File: src/rtl/uart_rx_cfg.sv
// uart_rx_cfg: configurable UART receiver.
// Configurable data width, parity and stop bits. Each bit is the 3-sample
// majority vote around mid-bit. Parity and framing errors are reported per
// character.
// Optional feature: define UART_RX_BREAK_DET_EN to add break detection.
// This adds the rx_break port and the BREAK_WAIT state.
module uart_rx_cfg #(
    parameter int CLKS_PER_BIT = 868,
    parameter int DATA_BITS    = 8,
    parameter int PARITY_MODE  = 0,
    parameter int STOP_BITS    = 1,
    parameter int SYNC_STAGES  = 2
) (
    input  logic                 clk,
    input  logic                 reset,
    input  logic                 rx_serial,
    output logic [DATA_BITS-1:0] rx_data,
    output logic                 rx_valid,
    output logic                 parity_err,
    output logic                 frame_err,
`ifdef UART_RX_BREAK_DET_EN
    output logic                 rx_break,
`endif
    output logic                 rx_busy
);

    localparam int CW  = $clog2(CLKS_PER_BIT);
    localparam int MID = CLKS_PER_BIT / 2;
    localparam int BW  = $clog2(DATA_BITS);

    localparam logic [CW-1:0] CNT_LO  = CW'(MID - 1);
    localparam logic [CW-1:0] CNT_MID = CW'(MID);
    localparam logic [CW-1:0] CNT_HI  = CW'(MID + 1);
    localparam logic [CW-1:0] CNT_END = CW'(CLKS_PER_BIT - 1);
    localparam logic [BW-1:0] BIT_LAST  = BW'(DATA_BITS - 1);
    localparam logic          STOP_LAST = (STOP_BITS == 2);

    typedef enum logic [2:0] {
        IDLE,
        START,
        DATA,
        PARITY,
`ifdef UART_RX_BREAK_DET_EN
        BREAK_WAIT,
`endif
        STOP
    } state_t;

    state_t                 state;
    logic [SYNC_STAGES-1:0] sync_q;
    logic                   rxs;
    logic                   rxs_d;
    logic [CW-1:0]          clk_cnt;
    logic [BW-1:0]          bit_idx;
    logic                   stop_idx;
    logic                   s0;
    logic                   s1;
    logic [DATA_BITS-1:0]   data_q;
    logic                   par_bit;
    logic                   pe_q;
    logic                   fe_q;
    logic                   maj;
    logic                   at_hi;
    logic                   at_end;
    logic                   par_exp;

    assign rxs     = sync_q[SYNC_STAGES-1];
    assign maj     = (s0 & s1) | (s0 & rxs) | (s1 & rxs);
    assign at_hi   = (clk_cnt == CNT_HI);
    assign at_end  = (clk_cnt == CNT_END);
    // Even parity bit equals the XOR of the data; odd parity is its inverse.
    assign par_exp = (PARITY_MODE == 1) ? ~(^data_q) : (^data_q);
    assign rx_busy = (state != IDLE);

    // Synchroniser chain plus a delayed copy of rxs for falling-edge detection.
    always_ff @(posedge clk or posedge reset) begin
        if (reset) begin
            sync_q <= '1;
            rxs_d  <= 1'b1;
        end else begin
            sync_q <= {sync_q[SYNC_STAGES-2:0], rx_serial};
            rxs_d  <= rxs;
        end
    end

    // Capture the first two votes; the third is rxs itself at MID+1.
    always_ff @(posedge clk or posedge reset) begin
        if (reset) begin
            s0 <= 1'b0;
            s1 <= 1'b0;
        end else begin
            if (clk_cnt == CNT_LO)  s0 <= rxs;
            if (clk_cnt == CNT_MID) s1 <= rxs;
        end
    end

    // Receive FSM: bit timing, data assembly, error checks and output strobes.
    always_ff @(posedge clk or posedge reset) begin
        if (reset) begin
            state      <= IDLE;
            clk_cnt    <= '0;
            bit_idx    <= '0;
            stop_idx   <= 1'b0;
            data_q     <= '0;
            par_bit    <= 1'b0;
            pe_q       <= 1'b0;
            fe_q       <= 1'b0;
            rx_data    <= '0;
            rx_valid   <= 1'b0;
            parity_err <= 1'b0;
            frame_err  <= 1'b0;
`ifdef UART_RX_BREAK_DET_EN
            rx_break   <= 1'b0;
`endif
        end else begin
            rx_valid <= 1'b0;
`ifdef UART_RX_BREAK_DET_EN
            rx_break <= 1'b0;
`endif
            if (state != IDLE) clk_cnt <= at_end ? '0 : clk_cnt + 1'b1;
            case (state)
                IDLE: begin
                    clk_cnt  <= '0;
                    bit_idx  <= '0;
                    stop_idx <= 1'b0;
                    par_bit  <= 1'b0;
                    pe_q     <= 1'b0;
                    fe_q     <= 1'b0;
                    if (rxs_d && !rxs) state <= START;
                end
                START: begin
                    // A start bit that votes high was a glitch on the idle line.
                    if (at_hi && maj)  state <= IDLE;
                    else if (at_end)   state <= DATA;
                end
                DATA: begin
                    if (at_hi) data_q[bit_idx] <= maj;
                    if (at_end) begin
                        if (bit_idx == BIT_LAST)
                            state <= (PARITY_MODE != 0) ? PARITY : STOP;
                        else
                            bit_idx <= bit_idx + 1'b1;
                    end
                end
                PARITY: begin
                    if (at_hi) begin
                        par_bit <= maj;
                        pe_q    <= (maj != par_exp);
                    end
                    if (at_end) state <= STOP;
                end
                STOP: begin
                    if (at_hi) begin
`ifdef UART_RX_BREAK_DET_EN
                        if (!stop_idx && !maj && (data_q == '0) && !par_bit) begin
                            state    <= BREAK_WAIT;
                            rx_break <= 1'b1;
                        end else
`endif
                        // Leave at mid final stop bit so a fast sender's next
                        // start edge is not missed.
                        if (stop_idx == STOP_LAST) begin
                            state      <= IDLE;
                            rx_valid   <= 1'b1;
                            rx_data    <= data_q;
                            parity_err <= pe_q;
                            frame_err  <= fe_q | ~maj;
                        end else begin
                            fe_q <= fe_q | ~maj;
                        end
                    end else if (at_end) begin
                        stop_idx <= stop_idx + 1'b1;
                    end
                end
`ifdef UART_RX_BREAK_DET_EN
                BREAK_WAIT: begin
                    if (rxs) state <= IDLE;
                end
`endif
                default: state <= IDLE;
            endcase
        end
    end

endmodule

File: config.mk
export PLATFORM = sky130hd
export DESIGN_NAME = uart_rx_cfg
export DESIGN_NICKNAME = d
export VERILOG_FILES = /design/src/rtl/uart_rx_cfg.sv
export SDC_FILE = /design/constraint.sdc
export NUM_CORES = 1
export LEC_CHECK = 0
export ABC_AREA = 0
export BUFFER_PORTS_ARGS = -buffer_cell sky130_fd_sc_hd__buf_4
export CAP_MARGIN = 20
export CORE_MARGIN = 2
export CORE_UTILIZATION = 25
export CTS_CLUSTER_SIZE = 28
export DETAILED_ROUTE_END_ITERATION = 10
export PLACE_DENSITY = 0.43
export SLEW_MARGIN = 10
export SYNTH_ARGS = -nofsm -noshare
export SYNTH_HDL_FRONTEND = slang
export SYNTH_SLANG_ARGS = --single-unit
File: constraint.sdc
create_clock -name clk -period 6.2 [get_ports clk]
set_clock_uncertainty 0.15 [all_clocks]
set_input_delay 1.55 -clock clk [delete_from_list [all_inputs] [get_ports clk]]
set_output_delay 1.55 -clock clk [all_outputs]
set_load 0.03 [all_outputs]
# --- After elaboration in Yosys (flattened, before gate mapping) ---
# Cells that the tools add are included.
word_totals:
  ff_bits: 43
  in_bits: 3
  output_inout_bits: 12
  elab_cells: 97
op_classes:
  addsub: 3
  n_lt_le_gt_ge: 2
  n_eq_ne: 22
  muxes: 29
  bitwise: 8
  n_reduce_logical: 18
op_table:
  columns: ["cell", "count"]
  rows:
  - ["$eq A10 B9 Y1 const B", 3]
  - ["$mux W10", 3]
  - ["$mux W3", 10]
  - ["$ne A2 B2 Y1 const B", 11]
  - ["$pmux W3 S5", 1]
  - ["$reduce_and A3 Y1", 4]
  - ["$add A10 B1 Y10 const B", 1]
  - ["$eq A10 B10 Y1 const B", 1]
  - ["$mux W1", 9]
  - ["$bwmux W8", 1]
  - ["$reduce_bool A2 Y1", 4]
  - ["$reduce_xor A8 Y1", 1]
  - ["$reduce_and A7 Y1", 1]
  - ["$eq A3 B2 Y1 const B", 2]
  - ["$eq A3 B3 Y1 const B", 2]
  - ["$pmux W1 S2", 3]
  - ["$pmux W3 S2", 1]
  - ["$lt A3 B4 Y1 const B", 1]
  - ["$reduce_and A2 Y1", 2]
  - ["$add A3 B1 Y3 const B", 1]
  - ["$and A1 B1 Y1", 3]
  - ["$demux W1 S3", 1]
  - ["$eq A3 B1 Y1 const B", 1]
  - ["$ge A3 B1 Y1 const B", 1]
  - ["9 further kinds", 14]

# --- Longest topological paths before layout ---
# Gate-level depths: netlist of the first run.
depth:
  depth_word: 8
  mapped_depth: 6
  depth_no_buf: 5

# --- Worst setup path after synthesis of the first run ---
# Ideal clock, no wire load.
synth_path:
  path_kind: "reg2out"
  from: "register state[1]"
  to: "output rx_busy"
  t_arrival_ns: 1.127
  required_time_ns: 4.500
  slack_ns: 3.373
  path_stages_with_launch: 4
  n_path_buf: 2
  cell_sequence: "dfrtp_1 -> clkbuf_1 -> or3_1 -> clkbuf_1"
synth_between:
  elab_chain_cells: 1
synth_rtl:
  columns: ["item", "line_no", "rtl"]
  rows:
  - ["start: declaration", "49", "state_t state;"]
  - ["start signal: assignment", "140", "state <= (PARITY_MODE != 0) ? PARITY : STOP;"]
  - ["$reduce_bool A3 Y1", "73", "assign rx_busy = (state != IDLE);"]
  - ["end: declaration", "24", "output logic rx_busy"]
# No other way between the ends.

# --- Worst setup path in the final report of the first run ---
# Ends and elaborated chain as after synthesis.

==> impl_metrics.csv, run 1 <==
group,metric,value,unit
setup_path,cp_slowest_cell,"or3_1",
sta,setup_viol,0,
clocking,path_clk_slew,0.08,ns
die,die_area,0.00926,mm²
setup_path,cp.arrival,1.50,ns
sta,whs,0.212,ns
sta,fin_crit,3.20,ns
run,drv_cap,0,
die,row_count,33,
clocking,cts_tree,"done",
pwr,pwr-share-seq,0.577,
drt,initialDrtViolationCount,79,
synth,syn_area,0.00213,mm²
clocking,post_cts_resized,0,
finish,n_antenna_cell,0,
setup_path,cpPeakStageDelay,0.52,ns
setup_path,crit_path_end_kind,"output pin",
finish,fin_util,0.293,
pwr,p_total,0.000587,W
pwr,cellPowerDensity,243,mW/mm²
grt,grt_start_max_net_pins,44,
place,place.gp.congestion,0.737,
setup_path,cp.required,4.50,ns
die,core,0.00822,mm²
synth,synth_compound_area_frac,0.0612,
place,preCtsSetupSlack,3.32,ns
synth,synth_top_family_by_area,"simple AND/OR/NAND/NOR gates",
drt,vias,1383,
synth,yosysSeqAreaShare,0.508,
setup_path,cp.buffers_inverters,1,
clocking,clkSinkCount,43,
grt,grt_overflow,0,
sta,fmax,0.313,GHz
grt,grtUsageMet2,0.161,
setup_path,critPathTopFamily,"simple AND/OR/NAND/NOR gates",
pwr,power.leakage,1.08,nW
pwr,ir_drop,0.0705,mV
synth,yosysUniqueCellTypes,41,
drt,routed_wl,4300,µm
synth,netlist_instances,187,
die,pin_count,15,
synth,synthSimpleGateAreaFrac,0.184,
clocking,cts-root-buf,"clkbuf_8",
setup_path,critPathMaxFanout,10,
clocking,htreeDepth,2,
synth,yosys_warnings,0,
grt,global_route.usage.met3,0.0211,
synth,synth-adder-area-share,0.0341,
setup_path,critical_path.cell_chain,"or3_1 -> buf_4",
grt,grt.busiest_layer,"met2",
sta,relSlewSlack,0.360,
drt,drtAntennaViolNets,0,
clocking,cts_buffers,5,
drt,viasPerCell,4.53,
sta,finalSetupTns,0,ns
grt,grt_use_met1,0.135,
setup_path,r2r_slack,3.76,ns
pwr,p_int,0.000415,W
synth,synth-xor-area-share,0.0683,
pwr,clock_power_share,0.306,
drt,drc_errors,0,
grt,grt_util_all_layers,0.102,
sta,hold_violations,0,
synth,synthesis.nets,195,
clocking,clk_latency,0.30,ns
place,hpwl,2820,µm
synth,avgSynthCellArea,11.4,µm²
grt,grt_pass1_vias,1408,
die,die_h,96.2,µm
pwr,pwr-share-comb,0.117,
sta,fin_ws,3.00,ns
drt,drtPass1Iterations,4,
die,start_util,0.259,
outcome,status,"finished, final reports clean",
clocking,cts_hold_buf,0,
clocking,post_cts_buffers,0,
finish,fill_cells,838,
place,io_buffers,14,
sta,rsz0062_at_grt,"false",
drt,wl_per_cell,14.1,µm
grt,grt_pass1_wl,7130,µm
hold_path,hold_path_class,"reg2reg",
setup_path,startpoint_type,"flip-flop",
die,die_w,96.2,µm
synth,yosys_register_bits,43,
pwr,netSwitchingFraction,0.293,
sta,finalCritPeriodShare,0.516,
sta,worst_pin_slew,0.959,ns
synth,synthMuxAreaShare,0.120,
grt,antenna_found_initial,0,
finish,final_nets,207,
pwr,p_switching,0.000172,W
clocking,clk_path_buf_depth,2,
setup_path,path_class,"reg2out",
finish,drive_gt1_frac,0.250,
sta,final_max_slew_viol_count,0,
finish,layout-area-overhead-vs-synth,13.4,%
## layout make-up
type	instances	area (µm²)	share of cell area
Clock buffer	6	72.6	0.0301
Clock inverter	2	12.5	0.00519
Inverter	4	15.0	0.00623
Multi-Input combinational cell	131	995	0.413
Sequential cell	43	1080	0.448
Tap cell	105	131	0.0545
Timing Repair Buffer	14	105	0.0436
## placed cells by master, fill, tap and decap left out, drive strengths merged, types with 5 or more instances in the layout
cell	count
o21ai	5
clkbuf	6
dfrtp	40
nand4	10
xor2	5
xnor2	9
mux2	20
buf	14
ha	5
nor2	16
nand2	10
## flip-flops by register name (all words and copies together), names as in the netlist
signal	count
clk_cnt	10
data_q	8
rx_data	8
bit_idx	3
state	3
sync_q	2
fe_q	1
frame_err	1
parity_err	1
pe_q	1
rx_valid	1
rxs_d	1
s0	1
s1	1
stop_idx	1
## final timing paths
kind | to | from | cells past startpoint
min in group asynchronous | rx_data[5]$_DFFE_PP0P_ | reset | 2
setup reg to reg | data_q[5]$_DFFE_PP0P_ | clk_cnt[3]$_DFF_PP0_ | 4
max in group asynchronous | fe_q$_DFFE_PP0P_ | reset | 2
hold / removal | sync_q[1]$_DFF_PP1_ | sync_q[0]$_DFF_PP1_ | 0
hold reg to reg | sync_q[1]$_DFF_PP1_ | sync_q[0]$_DFF_PP1_ | 0
setup / recovery | rx_busy | state[1]$_DFFE_PP0P_ | 2
## power by group through the flow
| stage | Clock (W) | Combinational, W | Sequential, W |
|---|---|---|---|
| after global placement | 0 | 0.0000702 | 0.000344 |
| after global routing | 0.000203 | 0.0000826 | 0.000342 |
| after floorplan | 0 | 0.0000639 | 0.000330 |
| after CTS | 0.000190 | 0.0000705 | 0.000338 |
| final | 0.000180 | 0.0000687 | 0.000338 |
| after detailed placement | 0 | 0.0000695 | 0.000343 |
## stage by stage
stage	std cells	instance area, µm²
floorplan	187	2130
global placement	297	2330
detailed placement	297	2330
CTS	305	2410
global route	305	2410
finish	305	2410
## metal layers
layer / vias to the layer above / wire length [µm]
met5: - / 0
met3: 7 / 77
met4: 0 / 84
li1: 692 / -
met2: 17 / 1980
met1: 667 / 2150
## cells in the mapped netlist
| library cell | n | area share |
|---|---|---|
| inv_1 | 4 | 0.0071 |
| maj3_1 | 1 | 0.0047 |
| a311oi_1 | 1 | 0.0041 |
| dfrtp_1 | 40 | 0.47 |
| nand4bb_1 | 1 | 0.0053 |
| o21a_1 | 2 | 0.0071 |
| o2bb2ai_1 | 1 | 0.0041 |
| and4_1 | 2 | 0.0082 |
| nand2b_1 | 2 | 0.0059 |
| xnor3_1 | 1 | 0.011 |
| and3_1 | 4 | 0.012 |
| o32ai_1 | 2 | 0.0082 |
| dfstp_2 | 3 | 0.037 |
| clkbuf_1 | 7 | 0.012 |
| nor4b_1 | 1 | 0.0041 |
| nand4b_1 | 2 | 0.0082 |
| nor3_1 | 2 | 0.0047 |
| ha_1 | 5 | 0.029 |
| mux2i_1 | 3 | 0.014 |
| or3b_1 | 2 | 0.0082 |
| or2_2 | 1 | 0.0029 |
| nor2b_1 | 4 | 0.012 |
| or3_1 | 2 | 0.0059 |
| nor3b_1 | 2 | 0.0071 |
| a21oi_1 | 3 | 0.0071 |
| nand4_1 | 10 | 0.029 |
| o21ba_2 | 1 | 0.0047 |
| nand3_2 | 1 | 0.0047 |
| o21ai_0 | 5 | 0.012 |
| nand3_1 | 3 | 0.0071 |
| a22oi_1 | 2 | 0.0071 |
| and2_1 | 1 | 0.0029 |
| buf_2 | 2 | 0.0047 |
| nand2_1 | 10 | 0.018 |
| mux2_2 | 20 | 0.11 |
| nor4_1 | 2 | 0.0059 |
| xor2_1 | 5 | 0.021 |
| a2111oi_2 | 1 | 0.0071 |
| nor2_1 | 16 | 0.028 |
| or3b_2 | 1 | 0.0041 |
| xnor2_1 | 9 | 0.037 |
## logic make-up (layout without fill, tap and decap cells)
kind of cell	count (synthesis)	after routing
buf+inv	13	26
flops	43	43
compound gates	18	18
fa+ha+maj	6	6
simple gates	69	69
xor+xnor	15	15
mux	23	23
No activity file was read; power rests on OpenSTA's default activity.
==> run 2, diff against run 1 <==
==> constraint.sdc (replaced) <==
create_clock -name clk -period 3 [get_ports clk]
set_clock_uncertainty 0.15 [all_clocks]
set_input_delay 0.75 -clock clk [delete_from_list [all_inputs] [get_ports clk]]
set_output_delay 0.75 -clock clk [all_outputs]
set_load 0.03 [all_outputs]
==> run 2 against run 1 <==
Against the previous run:
- clock-buffer cell count unchanged
- via count is 2.2% higher
- final area is 2.3% higher
- non-clock buffer count grew 3
==> impl_metrics.csv, run 2 (synthesis gave the netlist of run 1 again) <==
group,metric,value,unit
drt,vias,1413,
setup_path,r2r_slack,0.64,ns
hold_path,hold_path_class,"reg2reg",
finish,regMostFlops,"clk_cnt",
clocking,clk_path_buf_depth,2,
drt,drtPass1Iterations,4,
run,drv_cap,0,
setup_path,reg2reg_to,"data_q[0]$_DFFE_PP0P_",
clocking,post_cts_buffers,0,
pwr,power.leakage,1.11,nW
clocking,cts_hold_buf,0,
pwr,netSwitchingFraction,0.267,
pwr,pwr-share-seq,0.529,
grt,grt_pass1_vias,1363,
sta,rsz0062_at_grt,"false",
die,die_h,96.2,µm
hold_path,hold_path_depth,0,
setup_path,path_class,"reg2out",
setup_path,cp.buffers_inverters,1,
place,place.gp.congestion,0.764,
drt,routed_wl,4220,µm
setup_path,startpoint_type,"flip-flop",
finish,fin_util,0.300,
sta,whs,0.210,ns
clocking,htreeDepth,2,
hold_path,hold_start,"sync_q[0]$_DFF_PP1_",
grt,antenna_found_initial,0,
die,row_count,33,
setup_path,cp.arrival,1.55,ns
die,core,0.00822,mm²
setup_path,critPathTopFamily,"simple AND/OR/NAND/NOR gates",
finish,fill_cells,821,
place,hpwl,3030,µm
outcome,status,"finished, final reports clean",
die,die_w,96.2,µm
finish,reg_top3,"clk_cnt (10), data_q (8), rx_data (8)",
place,preCtsSetupSlack,0.640,ns
setup_path,crit_path_end_kind,"output pin",
pwr,clock_power_share,0.359,
sta,fin_crit,2.45,ns
finish,n_antenna_cell,0,
clocking,cts-root-buf,"clkbuf_8",
drt,wl_per_cell,13.7,µm
drt,viasPerCell,4.59,
setup_path,critPathMaxFanout,10,
clocking,cts_buffers,5,
pwr,pwr-share-comb,0.112,
clocking,clk_latency,0.30,ns
clocking,post_cts_resized,0,
grt,grt_start_max_net_pins,18,
finish,layout-area-overhead-vs-synth,16.0,%
sta,finalSetupTns,0,ns
sta,fin_ws,0.549,ns
clocking,cts_tree,"done",
pwr,p_switching,0.000352,W
setup_path,critical_path.cell_chain,"or3_1 -> buf_4",
pwr,p_int,0.000965,W
sta,relSlewSlack,0.643,
pwr,cellPowerDensity,534,mW/mm²
die,pin_count,15,
grt,grt_overflow,0,
hold_path,min_to,"sync_q[1]$_DFF_PP1_",
drt,drc_errors,0,
setup_path,cp_slowest_cell,"or3_1",
grt,grt_pass1_wl,6990,µm
finish,final_cell_mix,"40 x dfrtp_1, 20 x mux2_2, 17 x buf_4, 16 x nor2_1",
setup_path,r2r-start,"clk_cnt[3]$_DFF_PP0_",
finish,largest_reg_flops,10,
die,start_util,0.259,
pwr,ir_drop,0.220,mV
clocking,clkSinkCount,43,
finish,drive_gt1_frac,0.266,
setup_path,cp.required,2.10,ns
clocking,path_clk_slew,0.08,ns
grt,grt_util_all_layers,0.100,
sta,final_max_slew_viol_count,0,
setup_path,cpPeakStageDelay,0.55,ns
finish,final_common_cell,"dfrtp_1",
sta,finalCritPeriodShare,0.817,
sta,worst_pin_slew,0.535,ns
drt,drtAntennaViolNets,0,
sta,setup_viol,0,
sta,hold_violations,0,
setup_path,r2r_cells,4,
die,die_area,0.00926,mm²
sta,fmax,0.408,GHz
drt,initialDrtViolationCount,52,
finish,final_nets,210,
place,io_buffers,14,
-- run 2: layout make-up --
| cell class | instances | area, µm² | share of cell area |
|---|---|---|---|
| multi-input cells | 131 | 995 | 0.403 |
| repair buffers | 17 | 128 | 0.0518 |
| well taps | 105 | 131 | 0.0533 |
| clock buffers | 6 | 82.6 | 0.0335 |
| inverters | 4 | 15.0 | 0.00609 |
| flip-flops and latches | 43 | 1080 | 0.438 |
| clock inverters | 2 | 35.0 | 0.0142 |
-- run 2: worst max path at each step --
stage,from,endpoint,slack [ns],depth (start not counted)
global placement,clk_cnt[3]$_DFF_PP0_,data_q[0]$_DFFE_PP0P_,0.69,4
global route,state[1]$_DFFE_PP0P_,rx_busy,0.47,2
CTS,state[1]$_DFFE_PP0P_,rx_busy,0.54,2
detailed placement,clk_cnt[3]$_DFF_PP0_,data_q[0]$_DFFE_PP0P_,0.64,4
finish,state[1]$_DFFE_PP0P_,rx_busy,0.55,2
floorplan,state[1]$_DFFE_PP0P_,bit_idx[0]$_DFFE_PP0P_,0.91,6
-- run 2: power by group through the flow --
stage	clock [W]	sequential [W]	combinational [W]
final	0.000473	0.000698	0.000147
after global routing	0.000514	0.000708	0.000170
after CTS	0.000489	0.000697	0.000152
after detailed placement	0	0.000708	0.000149
after global placement	0	0.000710	0.000150
after floorplan	0	0.000681	0.000132
-- run 2: metrics by stage --
stage / area [µm²] / total power (W) / std cells
after floorplan: 2130 / 0.000814 / 187
after global placement: 2350 / 0.000860 / 300
after detailed placement: 2350 / 0.000857 / 300
after CTS: 2470 / 0.00134 / 308
after global routing: 2470 / 0.00139 / 308
final: 2470 / 0.00132 / 308
-- run 2: per-layer routing --
layer,GRT usage,vias to the layer above,share of wire
met2,0.142,19,0.44
met4,0.0321,0,0.015
li1,-,703,-
met1,0.146,685,0.51
met3,0.0266,6,0.035
met5,0,-,0
